## src/rtl/deserializer.sv

```systemverilog
// Serial-to-parallel stage: packs channel bits MSB-first into words and
// queues them in a small FIFO drained by a valid/ready handshake.
module deserializer #(
    parameter int WORD_WIDTH = 8,
    parameter int FIFO_DEPTH = 4,
    parameter int CNT_WIDTH  = 16
) (
    input  logic                  clk,
    input  logic                  reset,
    input  logic                  start,
    input  logic                  serial_in,
    output logic [WORD_WIDTH-1:0] data_out,
    output logic                  data_valid,
    input  logic                  data_ready,
    output logic                  overflow,
    output logic [CNT_WIDTH-1:0]  word_count,
    output logic                  busy
);

    // state | meaning
    // IDLE  | no valid bits on serial_in; shift register and bit counter clear
    // SHIFT | sampling one bit per clk, pushing each completed word

    localparam int BCW = (WORD_WIDTH > 1) ? $clog2(WORD_WIDTH) : 1;
    localparam int PW  = (FIFO_DEPTH > 1) ? $clog2(FIFO_DEPTH) : 1;

    typedef enum logic {IDLE, SHIFT} state_t;

    state_t                state, state_nxt;
    logic [WORD_WIDTH-1:0] shift_reg, shift_nxt;
    logic [BCW-1:0]        bit_cnt, bit_cnt_nxt;
    logic                  push;
    logic [WORD_WIDTH-1:0] push_word;

    logic [WORD_WIDTH-1:0] mem [FIFO_DEPTH];
    logic [PW-1:0]         rd_ptr, wr_ptr;
    logic [PW:0]           fifo_cnt;
    logic                  full, pop, push_ok;

    always_ff @(posedge clk or posedge reset) begin
        if (reset) begin
            state     <= IDLE;
            shift_reg <= '0;
            bit_cnt   <= '0;
        end else begin
            state     <= state_nxt;
            shift_reg <= shift_nxt;
            bit_cnt   <= bit_cnt_nxt;
        end
    end

    // IDLE holds a clear shift register and counter, so the first bit takes
    // the same path as any other and lands as the MSB with no extra latency.
    always_comb begin
        state_nxt   = state;
        shift_nxt   = shift_reg;
        bit_cnt_nxt = bit_cnt;
        push        = 1'b0;
        push_word   = {shift_reg[WORD_WIDTH-2:0], serial_in};
        if (!start) begin
            state_nxt   = IDLE;
            shift_nxt   = '0;
            bit_cnt_nxt = '0;
        end else begin
            state_nxt = SHIFT;
            if (bit_cnt == BCW'(WORD_WIDTH - 1)) begin
                push        = 1'b1;
                shift_nxt   = '0;
                bit_cnt_nxt = '0;
            end else begin
                shift_nxt   = push_word;
                bit_cnt_nxt = bit_cnt + BCW'(1);
            end
        end
    end

    assign busy       = (state == SHIFT);
    assign data_valid = (fifo_cnt != '0);
    assign data_out   = mem[rd_ptr];
    assign full       = (fifo_cnt == (PW+1)'(FIFO_DEPTH));
    assign pop        = data_valid && data_ready;
    // A pop on the same edge frees the slot, so a full FIFO can still accept.
    assign push_ok    = push && (!full || pop);

    always_ff @(posedge clk or posedge reset) begin
        if (reset) begin
            for (int i = 0; i < FIFO_DEPTH; i++) mem[i] <= '0;
            rd_ptr     <= '0;
            wr_ptr     <= '0;
            fifo_cnt   <= '0;
            overflow   <= 1'b0;
            word_count <= '0;
        end else begin
            if (push_ok) begin
                mem[wr_ptr] <= push_word;
                wr_ptr      <= wr_ptr + PW'(1);
                if (word_count != {CNT_WIDTH{1'b1}})
                    word_count <= word_count + CNT_WIDTH'(1);
            end
            if (pop)
                rd_ptr <= rd_ptr + PW'(1);
            if (push_ok && !pop)
                fifo_cnt <= fifo_cnt + (PW+1)'(1);
            else if (!push_ok && pop)
                fifo_cnt <= fifo_cnt - (PW+1)'(1);
            if (push && !push_ok)
                overflow <= 1'b1;
        end
    end

endmodule

```

## config.mk

```make
export PLATFORM = sky130hd
export DESIGN_NAME = deserializer
export DESIGN_NICKNAME = d
export VERILOG_FILES = /design/src/rtl/deserializer.sv
export SDC_FILE = /design/constraint.sdc
export NUM_CORES = 1
export LEC_CHECK = 0
export CAP_MARGIN = 40
export CORE_UTILIZATION = 50
export DETAILED_ROUTE_END_ITERATION = 10
export PLACE_DENSITY = 0.71
export SETUP_SLACK_MARGIN = 0.2
export SLEW_MARGIN = 20
export SYNTH_ARGS = -nofsm -noshare
export SYNTH_HDL_FRONTEND = slang
export SYNTH_SLANG_ARGS = --single-unit
```

## constraint.sdc

```tcl
create_clock -name clk -period 2.2 [get_ports clk]
set_input_delay 0.44 -clock clk [delete_from_list [all_inputs] [get_ports clk]]
set_output_delay 0.44 -clock clk [all_outputs]
set_load 0.1 [all_outputs]
```

==> results.ini <==
[critical_path]
critPathMaxFanout=8
timing.critical_path.slowest_cell_delay_ps=540
timing.critical_path.slowest_stage_cell=sky130_fd_sc_hd__mux4_2
worstPathCellList=buf_12, mux4_2, buf_12
critPathBufInv=2
path_depth=3
setup.reg_to_reg.worst_slack_ps=250
reg2reg_depth=8
worst_path_most_repeated_cell=sky130_fd_sc_hd__buf_12
timing.critical_path.required_ps=1760
cp_top_family=multiplexers
arrival_ps=1630
timing.critical_path.from_type=flop
crit_path_category=reg -> out
critPathCaptureType=primary output

[sta]
max_clock_freq_mhz=483
timing_worst_slew_pin_value_ps=550
setup_viol=0
timing.final.crit_share=0.940
slew_limit_fails=0
slew_headroom=0.633
timing.final.crit_period_ps=2070
rsz_0062_raised_after_global_routing=yes
fin_skew_ps=8.75
hold_violations=0

[pwr]
combinational_share_of_power=0.216
share_clk_of_total_power=0.306
power.share.sequential=0.478
total_switching_power_mw=0.884
ir_drop_mv=0.489
finalPower_mw=2.94
pwr_density_cell_nw_per_um2=770
cellLeakagePower_nw=1.82
swShare=0.301
internal_power_mw=2.05

[synthesis]
synth.top_cell.area_share=0.563
syn_area_per_cell_um2=14.5
yosysUniqueCellTypes=34
synth.largest_area_cell=sky130_fd_sc_hd__dfrtp_1
postSynthRegisterBits=67
synth_cells=206
synth_sequential_area_ratio=0.563
post_synth_main_area_contributors=sky130_fd_sc_hd__dfrtp_1 (56%), sky130_fd_sc_hd__mux2_2 (12%), sky130_fd_sc_hd__mux4_2 (6.0%), sky130_fd_sc_hd__xnor2_1 (4.7%), sky130_fd_sc_hd__ha_1 (3.4%)
ys_dominant_reg_cell=sky130_fd_sc_hd__dfrtp_1
synth_top_cells_by_count=sky130_fd_sc_hd__dfrtp_1 (67), sky130_fd_sc_hd__mux2_2 (33), sky130_fd_sc_hd__xnor2_1 (16)
synth_async_sr_flop_share=1.00
synth_enable_flop_cells=0
yosys.cell_count.top_type=sky130_fd_sc_hd__dfrtp_1
synth_fp_nets=220
cell_area_after_synthesis_um2=2980
yosys_warnings=0

[die]
chipHeight_um=79.2
die_area_um2=6270
effective_utilization_at_floorplan=0.531
placement_rows=27
fp.coreArea_um2=5610
floorplan.die.width_um=79.2
io_pins=32

[global_routing]
largest_net_degree_at_the_start_of_global_routing=26
global_route.usage.total=0.198
gr-total-overflow=0
grt_pass1_vias=1889
grt_pass1_wl_um=9050
antenna_found_initial=0

[run]
drv_cap=0

[clock_tree]
cts-buffers-inserted=9
clk_transition_reported_paths_ps=70
cts-root-buf=sky130_fd_sc_hd__clkbuf_8
clock_insertion_delay_worst_skew_ps=340
clock_sink_count=67
tritoncts=built
cts_hold_buffers=0
max-clock-path-buffers=2
ctsHtreeMaxLevel=3

[min_path]
worst_hold_path.num_cells=1
class_of_the_worst_hold_path=reg -> reg

[layout]
finish.utilization=0.681
design.final.nets=278
post_route_cells_drive_above_1_share=0.513
final_cells=341
antenna-diode-count=0
area.growth.synth_to_final_pct=28.1
number_of_flip_flops_in_the_largest_register=32
layout.filler_cells=441
final_cell_area_um2=3820

[detailed_routing]
drt-wirelength-per-cell_um=15.7
initialDrtViolationCount=50
drc=0
drt_pass_1_iters=4
route.vias.total=1814
vias_per_cell=5.32
route.final.wire_length_um=5360
final_antenna_net_count=0

[placed_design]
placed_cells=321
place.gp.congestion=0.783
place_area_um2=3600
buffer_ports.inserted=31
detailedPlacementHpwl_um=3820

[outcome]
run_status=finished clean

==> final cells by class <==
| class | instances | area [um^2] | area share |
|---|---|---|---|
| inverters | 4 | 18.8 | 0.00492 |
| flip-flops and latches | 67 | 1700 | 0.445 |
| repair buffers | 49 | 502 | 0.131 |
| clock buffers | 10 | 138 | 0.0361 |
| clock inverters | 6 | 41.3 | 0.0108 |
| multi-input cells | 133 | 1330 | 0.348 |
| well taps | 72 | 90.1 | 0.0236 |
==> metal layers <==
layer | up-vias | share of wire | global-route usage
met3 | 6 | 0.026 | 0.0414
met1 | 916 | 0.47 | 0.253
met2 | 30 | 0.48 | 0.311
met5 | - | 0 | 0
li1 | 862 | - | -
met4 | 0 | 0.015 | 0.115
==> logic make-up after synthesis <==
| family | Yosys count | synth area share |
|---|---|---|
| DFF | 67 | 0.563 |
| and+or+nand+nor | 57 | 0.129 |
| muxes | 42 | 0.189 |
| xor gates and xnor gates | 20 | 0.0588 |
| adders and majority gates | 9 | 0.0403 |
| buffers and inverters | 6 | 0.00798 |
| AOI/OAI and AO/OA | 5 | 0.0118 |
==> power groups by stage <==
stage | clock network (mW) | registers (mW) | logic, mW
after floorplan | 0 | 1.42 | 0.399
after global placement | 0 | 1.42 | 0.580
after detailed placement | 0 | 1.43 | 0.595
after CTS | 0.932 | 1.40 | 0.627
after global routing | 0.971 | 1.41 | 0.692
final | 0.899 | 1.40 | 0.635
==> per-stage QoR <==
step	setup slack, ps	TNS [ps]	hold slack [ps]
finish	131	0	443
global route	70.5	0	468
CTS	98.7	0	446
detailed placement	-189	-287	435
global placement	-124	-130	429
floorplan	108	0	411
==> cells in the final DEF, fill, tap and decap left out, types with 2 or more instances in the layout <==
master,count
sky130_fd_sc_hd__mux4_2,8
sky130_fd_sc_hd__nor4_1,2
sky130_fd_sc_hd__and2_1,9
sky130_fd_sc_hd__inv_1,3
sky130_fd_sc_hd__buf_12,10
sky130_fd_sc_hd__dfrtp_2,17
sky130_fd_sc_hd__clkinv_2,2
sky130_fd_sc_hd__clkdlybuf4s50_1,3
sky130_fd_sc_hd__clkinvlp_4,4
sky130_fd_sc_hd__ha_1,5
sky130_fd_sc_hd__xnor2_1,16
sky130_fd_sc_hd__nor2_1,2
sky130_fd_sc_hd__ha_4,2
sky130_fd_sc_hd__buf_4,35
sky130_fd_sc_hd__dfrtp_1,50
sky130_fd_sc_hd__clkbuf_8,10
sky130_fd_sc_hd__xor2_1,4
sky130_fd_sc_hd__nor3_1,5
sky130_fd_sc_hd__nor2b_1,2
sky130_fd_sc_hd__mux2_2,33
sky130_fd_sc_hd__nand3_1,6
sky130_fd_sc_hd__nand4_1,8
sky130_fd_sc_hd__nand2_4,6
sky130_fd_sc_hd__nand2_1,8
==> path summary, 6_finish.rpt <==
check                             from            to
setup / recovery             rd_ptr[1]   data_out[5]
hold / removal              bit_cnt[0]    bit_cnt[0]
setup reg to reg           fifo_cnt[0]   fifo_cnt[2]
hold reg to reg             bit_cnt[0]    bit_cnt[0]
max in group asynchronous        reset        mem[6]
min in group asynchronous        reset  shift_reg[5]
==> what timing repair did <==
action | 4_1_cts | 5_1_grt
setup buffers | 2 | 2
endpoints found under the hold margin | 0 | 0
pin swaps | 2 | 4
resized for setup | 3 | 2
setup endpoints to repair | 10 | 10
(Power assumes the default switching activity.)
==> RTL change 1: new RTL, config.mk and constraints unchanged <==
The parameter `WORD_WIDTH` goes from 8 to 4.
--- a/src/rtl/deserializer.sv
+++ b/src/rtl/deserializer.sv
@@ -1,7 +1,7 @@
 // Serial-to-parallel stage: packs channel bits MSB-first into words and
 // queues them in a small FIFO drained by a valid/ready handshake.
 module deserializer #(
-    parameter int WORD_WIDTH = 8,
+    parameter int WORD_WIDTH = 4,
     parameter int FIFO_DEPTH = 4,
     parameter int CNT_WIDTH  = 16
 ) (
Interface: changed (resized data_out); port bits go from 32 to 28. No check against the original RTL was run, so the function may have changed too.
==> RTL change 1 against the unedited design <==
- clock power decreased by 31%
- setup slack gained 0.0041 ns
- sequential cell count fell by 21
- combinational power rose by 92%
- final area fell by 28%
- largest power group is now combinational cells
- total power increased by 3.0%
- synthesized area down 28%
- routed wire length fell by 23%
- non-clock buffer count is 8 lower
- via count down 23%
- core utilization about the same
- first-iteration DRC count rose by 90%
==> RTL change 1: results (changes against the unedited design) <==
{| class="wikitable"
! Metric !! Value
|-
| Run status || complete, no violations (unchanged)
|-
| Peak ir drop on the vdd network || 0.000745 V (was 0.000489 V)
|-
| List of most frequent post-synthesis cells || 46 x sky130_fd_sc_hd__dfrtp_1, 17 x sky130_fd_sc_hd__mux2_2, 12 x sky130_fd_sc_hd__xnor2_1 (was 67 x sky130_fd_sc_hd__dfrtp_1, 33 x sky130_fd_sc_hd__mux2_2, 16 x sky130_fd_sc_hd__xnor2_1)
|-
| Launching instance or port of the critical path || fifo_cnt[1] (was rd_ptr[1])
|-
| Critical-path cell with the highest stage delay || sky130_fd_sc_hd__or4b_4 (was sky130_fd_sc_hd__mux4_2)
|-
| Routed vias/inst || 5.38 (was 5.32)
|-
| TritonCTS Buffers || 5 (was 9)
|-
| Gp weighted congestion || 0.781 (was 0.783)
|-
| Wire length of the first global-routing pass || 6950 microns (was 9050 microns)
|-
| Synth top area cells || sky130_fd_sc_hd__dfrtp_1 54%, sky130_fd_sc_hd__mux2_2 8.9%, sky130_fd_sc_hd__xnor2_1 4.9% (was sky130_fd_sc_hd__dfrtp_1 56%, sky130_fd_sc_hd__mux2_2 12%, sky130_fd_sc_hd__mux4_2 6.0%)
|-
| Cell family with most CP delay || simple AND/OR/NAND/NOR gates (was multiplexers)
|-
| Drt first-iter violations || 95 (was 50)
|-
| Total global-route track usage || 21.5% (was 19.8%)
|-
| Worst Path Max Fanout || 3 (was 8)
|-
| Pin count of the biggest net entering global routing || 47 (was 26)
|-
| Share of the core filled with cells in the final layout || 68.1% (about the same)
|-
| Register-to-register path setup slack || 0.14 ns (was 0.25 ns)
|-
| Cell count after placement || 249 (was 321)
|-
| Syn_area_per_cell || 13.4 sq um (was 14.5 sq um)
|-
| Layout fillers || 278 (was 441)
|-
| Share of the yosys chip area belonging to registers || 53.5% (was 56.3%)
|-
| H-tree depth reported by CTS || 2 (was 3)
|-
| Relative slew margins || 70.9% (was 63.3%)
|-
| Switching share of power || 39.2% (was 30.1%)
|-
| Share of post-route cells with drive strength above 1 || 47.8% (was 51.3%)
|-
| Non-filler cells in the finished layout || 259 (was 341)
|-
| Number of antenna violations at the first check in global routing || 0 (unchanged)
|-
| Final setup skew || 0.00541 ns (was 0.00875 ns)
|-
| Bufs on Longest Clock Path || 2 (unchanged)
|-
| Total cell area at the placement stage || 2640 sq um (was 3600 sq um)
|-
| Critical Path AT || 2.25 ns (was 1.63 ns)
|-
| Routed wire length per instance || 16.0 microns (was 15.7 microns)
|-
| Post-synth cell types || 37 (was 34)
|-
| Path depth of the worst reg2reg path || 7 (was 8)
|-
| Vias in the first global route || 1402 (was 1889)
|-
| Number of input and output port buffers inserted || 27 (was 31)
|}
-- RTL change 1: worst register-to-register path, cell delays in order (launching register included) --
cell and delay (ns):
sky130_fd_sc_hd__dfrtp_1 0.41, sky130_fd_sc_hd__or4b_4 0.55, sky130_fd_sc_hd__nand3_4 0.10, sky130_fd_sc_hd__inv_6 0.04, sky130_fd_sc_hd__ha_4 0.15, sky130_fd_sc_hd__inv_2 0.04, sky130_fd_sc_hd__fa_1 0.40, sky130_fd_sc_hd__mux2_2 0.27
-- RTL change 1: cells by family (layout without fill, tap and decap cells) --
kind of cell,after synthesis,in the layout,share of synthesized area [%]
mux,22,22,13.8
buf+inv,7,55,1.22
compound gates,7,7,2.33
simple gates,51,51,16.0
flops,46,46,53.5
xor+xnor,20,20,8.14
fa+ha+maj,8,8,5.00
-- RTL change 1: per-layer routing --
metal | vias up | track usage, % | share of wire (%)
met5 | - | 0 | 0
met2 | 27 | 33.8 | 49
li1 | 661 | - | -
met4 | 0 | 9.57 | 1.4
met1 | 699 | 28.5 | 46
met3 | 6 | 4.22 | 3.2
-- RTL change 1: layout make-up --
cell class / instances / share of cell area [%]
Timing Repair Buffer: 41 / 13.7
Clock buffer: 7 / 2.76
Multi-Input combinational cell: 108 / 36.5
Tap cell: 50 / 2.26
Inverter: 6 / 0.996
Clock inverter: 1 / 1.09
Sequential cell: 46 / 42.6
-- RTL change 1: through the flow --
| stage | TNS (ns) | worst slack, ns |
|---|---|---|
| after floorplan | 0 | 0.0885 |
| after global placement | -2.50 | -0.312 |
| after detailed placement | -3.16 | -0.380 |
| after CTS | 0 | 0.112 |
| after global routing | 0 | 0.0886 |
| final | 0 | 0.135 |
-- RTL change 1: worst min-delay path by stage --
stage | start | endpoint | slack (ns) | cells after the start
4_1_cts | bit_cnt[0] | bit_cnt[0] | 0.44 | 1
2_1_floorplan | bit_cnt[0] | bit_cnt[0] | 0.41 | 1
3_5_place_dp | bit_cnt[0] | bit_cnt[0] | 0.43 | 1
6_report | bit_cnt[0] | bit_cnt[0] | 0.44 | 1
5_1_grt | bit_cnt[0] | bit_cnt[0] | 0.48 | 1
3_3_place_gp | bit_cnt[0] | bit_cnt[0] | 0.42 | 1
-- RTL change 1: timing repair --
item                                    CTS  global route
endpoints found under the setup margin   22             6
hold buffers                              0             0
hold endpoints to repair                  0             0
gates resized for setup                   3             0
pin swaps                                 1             4
setup buffers                             0             2
-- RTL change 1: power by group through the flow --
stage                     logic [W]  registers, W  clock network [W]
after detailed placement    0.00120       0.00121                  0
after CTS                   0.00121       0.00120           0.000629
after global placement      0.00117       0.00120                  0
after global routing        0.00129       0.00122           0.000666
after floorplan            0.000665       0.00138                  0
final                       0.00122       0.00119           0.000616
==> RTL change 2: new RTL, config.mk and constraints unchanged <==
Made on the original files. `shift_reg` no longer has a reset.
--- a/src/rtl/deserializer.sv
+++ b/src/rtl/deserializer.sv
@@ -40,13 +40,15 @@
     always_ff @(posedge clk or posedge reset) begin
         if (reset) begin
             state     <= IDLE;
-            shift_reg <= '0;
             bit_cnt   <= '0;
         end else begin
             state     <= state_nxt;
-            shift_reg <= shift_nxt;
             bit_cnt   <= bit_cnt_nxt;
         end
+    end
+
+    always_ff @(posedge clk) begin
+        shift_reg <= shift_nxt;
     end
 
     // IDLE holds a clear shift register and counter, so the first bit takes
Behaviour: no difference found for any inputs over 10 cycles, from zero or initial values and one cycle with reset high; that may be too few to reach the edited logic, so the function may still have changed.
==> RTL change 2 against the unedited design <==
- synthesized area decreased by 1.7%
- critical path type is now flop to flop
- total power rose by 9.7%
- clock power rose by 26%
- final area increased by 2.1%
- count of clock-buffer cells in the layout unchanged
- highest routed layer unchanged
- sequential cell count is the same
- routed wire length down 0.22%
- setup slack worse by 0.016 ns
==> RTL change 2: results (changes against the unedited design) <==
{| class="wikitable"
! Metric !! Value
|-
| Total cell area at the placement stage || 3540 sq um (was 3600 sq um)
|-
| Vias in the first global route || 1811 (was 1889)
|-
| Compound-gate portion of the synthesized area || 1.62% (was 1.18%)
|-
| Gp weighted congestion || 0.796 (was 0.783)
|-
| Path depth of the worst reg2reg path || 7 (was 8)
|-
| Register-to-register path setup slack || 0.12 ns (was 0.25 ns)
|-
| Net switching power || 0.000895 W (was 0.000884 W)
|-
| Wire length of the first global-routing pass || 9040 microns (was 9050 microns)
|-
| Setup CP Type || flop to flop (was flop to output pin)
|-
| Run status || complete, no violations (unchanged)
|-
| Relative slew margins || 64.5% (was 63.3%)
|-
| Worst Path Max Fanout || 3 (was 8)
|-
| Total global-route track usage || 20.0% (was 19.8%)
|-
| Mux share of post-synthesis cell area || 19.2% (was 18.9%)
|-
| Critical Path AT || 2.31 ns (was 1.63 ns)
|-
| Routed vias/inst || 5.23 (was 5.32)
|-
| Post-synth cell types || 36 (was 34)
|-
| Proportion of register bits with asynchronous set or reset after synthesis || 89.6% (was 100%)
|-
| Synth Area in XOR/XNOR || 5.98% (was 5.88%)
|-
| Reg-to-Reg End || fifo_cnt[1] (was fifo_cnt[2])
|-
| Number of nets at the end of the flow || 286 (was 278)
|-
| Drt first-iter violations || 65 (was 50)
|-
| Syn_nets || 223 (was 220)
|-
| List of most frequent post-synthesis cells || 60 x sky130_fd_sc_hd__dfrtp_1, 34 x sky130_fd_sc_hd__mux2_2, 11 x sky130_fd_sc_hd__xnor2_1 (was 67 x sky130_fd_sc_hd__dfrtp_1, 33 x sky130_fd_sc_hd__mux2_2, 16 x sky130_fd_sc_hd__xnor2_1)
|-
| Share of the yosys chip area belonging to registers || 56.1% (was 56.3%)
|-
| Peak ir drop on the vdd network || 0.000813 V (was 0.000489 V)
|-
| Hpwl dp || 3540 microns (was 3820 microns)
|-
| Synth Area in Adders || 4.10% (was 4.03%)
|-
| Final setup skew || 0.00801 ns (was 0.00875 ns)
|-
| Min-delay worst type || primary input to async pin (was flop to flop)
|-
| Share of post-route cells with drive strength above 1 || 53.8% (was 51.3%)
|-
| Routed wire length per instance || 15.3 microns (was 15.7 microns)
|-
| Total leakage power || 1.86 nW (was 1.82 nW)
|}
[RTL change 2: cell types whose count changed after synthesis, sizes merged, moves of 3 or more]
cell   before  now
nor2        3    6
dfrtp      67   60
nand4       9    6
inv         4    7
xnor2      16   11
dfxtp       0    7
xor2        4    9
[RTL change 2: worst max path at each step]
| stage | start | endpoint | slack, ns |
|---|---|---|---|
| 3_5_place_dp | data_ready | fifo_cnt[1] | -0.35 |
| 5_1_grt | fifo_cnt[1] | fifo_cnt[1] | 0.06 |
| 2_1_floorplan | data_ready | fifo_cnt[1] | 0.09 |
| 6_report | fifo_cnt[1] | fifo_cnt[1] | 0.12 |
| 3_3_place_gp | data_ready | fifo_cnt[1] | -0.31 |
| 4_1_cts | fifo_cnt[1] | fifo_cnt[1] | 0.09 |
[RTL change 2: metal layers]
metal	global-route usage, %	up-vias	wire length [microns]
met2	30.0	29	2590
met4	7.22	0	65
met1	27.2	918	2520
li1	-	876	-
met5	0	-	0
met3	6.40	4	162
[RTL change 2: metrics by stage]
stage	hold WS (ns)	setup WS, ns	power [W]	instances
floorplan	0.409	0.0910	0.00180	209
global placement	0.424	-0.315	0.00195	323
detailed placement	0.441	-0.352	0.00198	323
CTS	0.452	0.0907	0.00321	345
global route	0.504	0.0634	0.00338	349
finish	0.480	0.115	0.00322	349
[RTL change 2: cell families after synthesis]
group | Yosys count
DFF | 67
and+or+nand+nor | 55
AOI/OAI and AO/OA | 7
muxes | 42
buffers and inverters | 9
adders and majority gates | 9
xor gates and xnor gates | 20
[RTL change 2: final cells by class]
type / count / area, sq um / share of cell area [%]
inverter: 7 / 33.8 / 0.867
tap: 72 / 90.1 / 2.31
timing repair buffer: 54 / 533 / 13.7
sequential: 67 / 1670 / 42.8
clock inverter: 6 / 88.8 / 2.28
multi-input combinational: 133 / 1350 / 34.6
clock buffer: 10 / 138 / 3.53
[RTL change 2: what timing repair did]
action	in CTS	in global routing
setup endpoints to repair	48	15
hold buffers	0	0
gates resized for setup	13	4
pin swaps	1	4
buffers inserted	6	4
[RTL change 2: critical path, delay by kind of cell, from the launching register on]
family	cells	cell delay (ns)
AND/OR/NAND/NOR	2	0.65
flip-flops	1	0.43
adder cells (fa/ha/maj)	2	0.54
multiplexers	1	0.27
buffers and inverters	2	0.09
[RTL change 2: power groups by stage]
stage	sequential, W	combinational, W	clock, W
after detailed placement	0.00145	0.000525	0
after CTS	0.00141	0.000644	0.00116
final	0.00140	0.000694	0.00113
after floorplan	0.00141	0.000384	0
after global placement	0.00145	0.000508	0
after global routing	0.00141	0.000750	0.00122
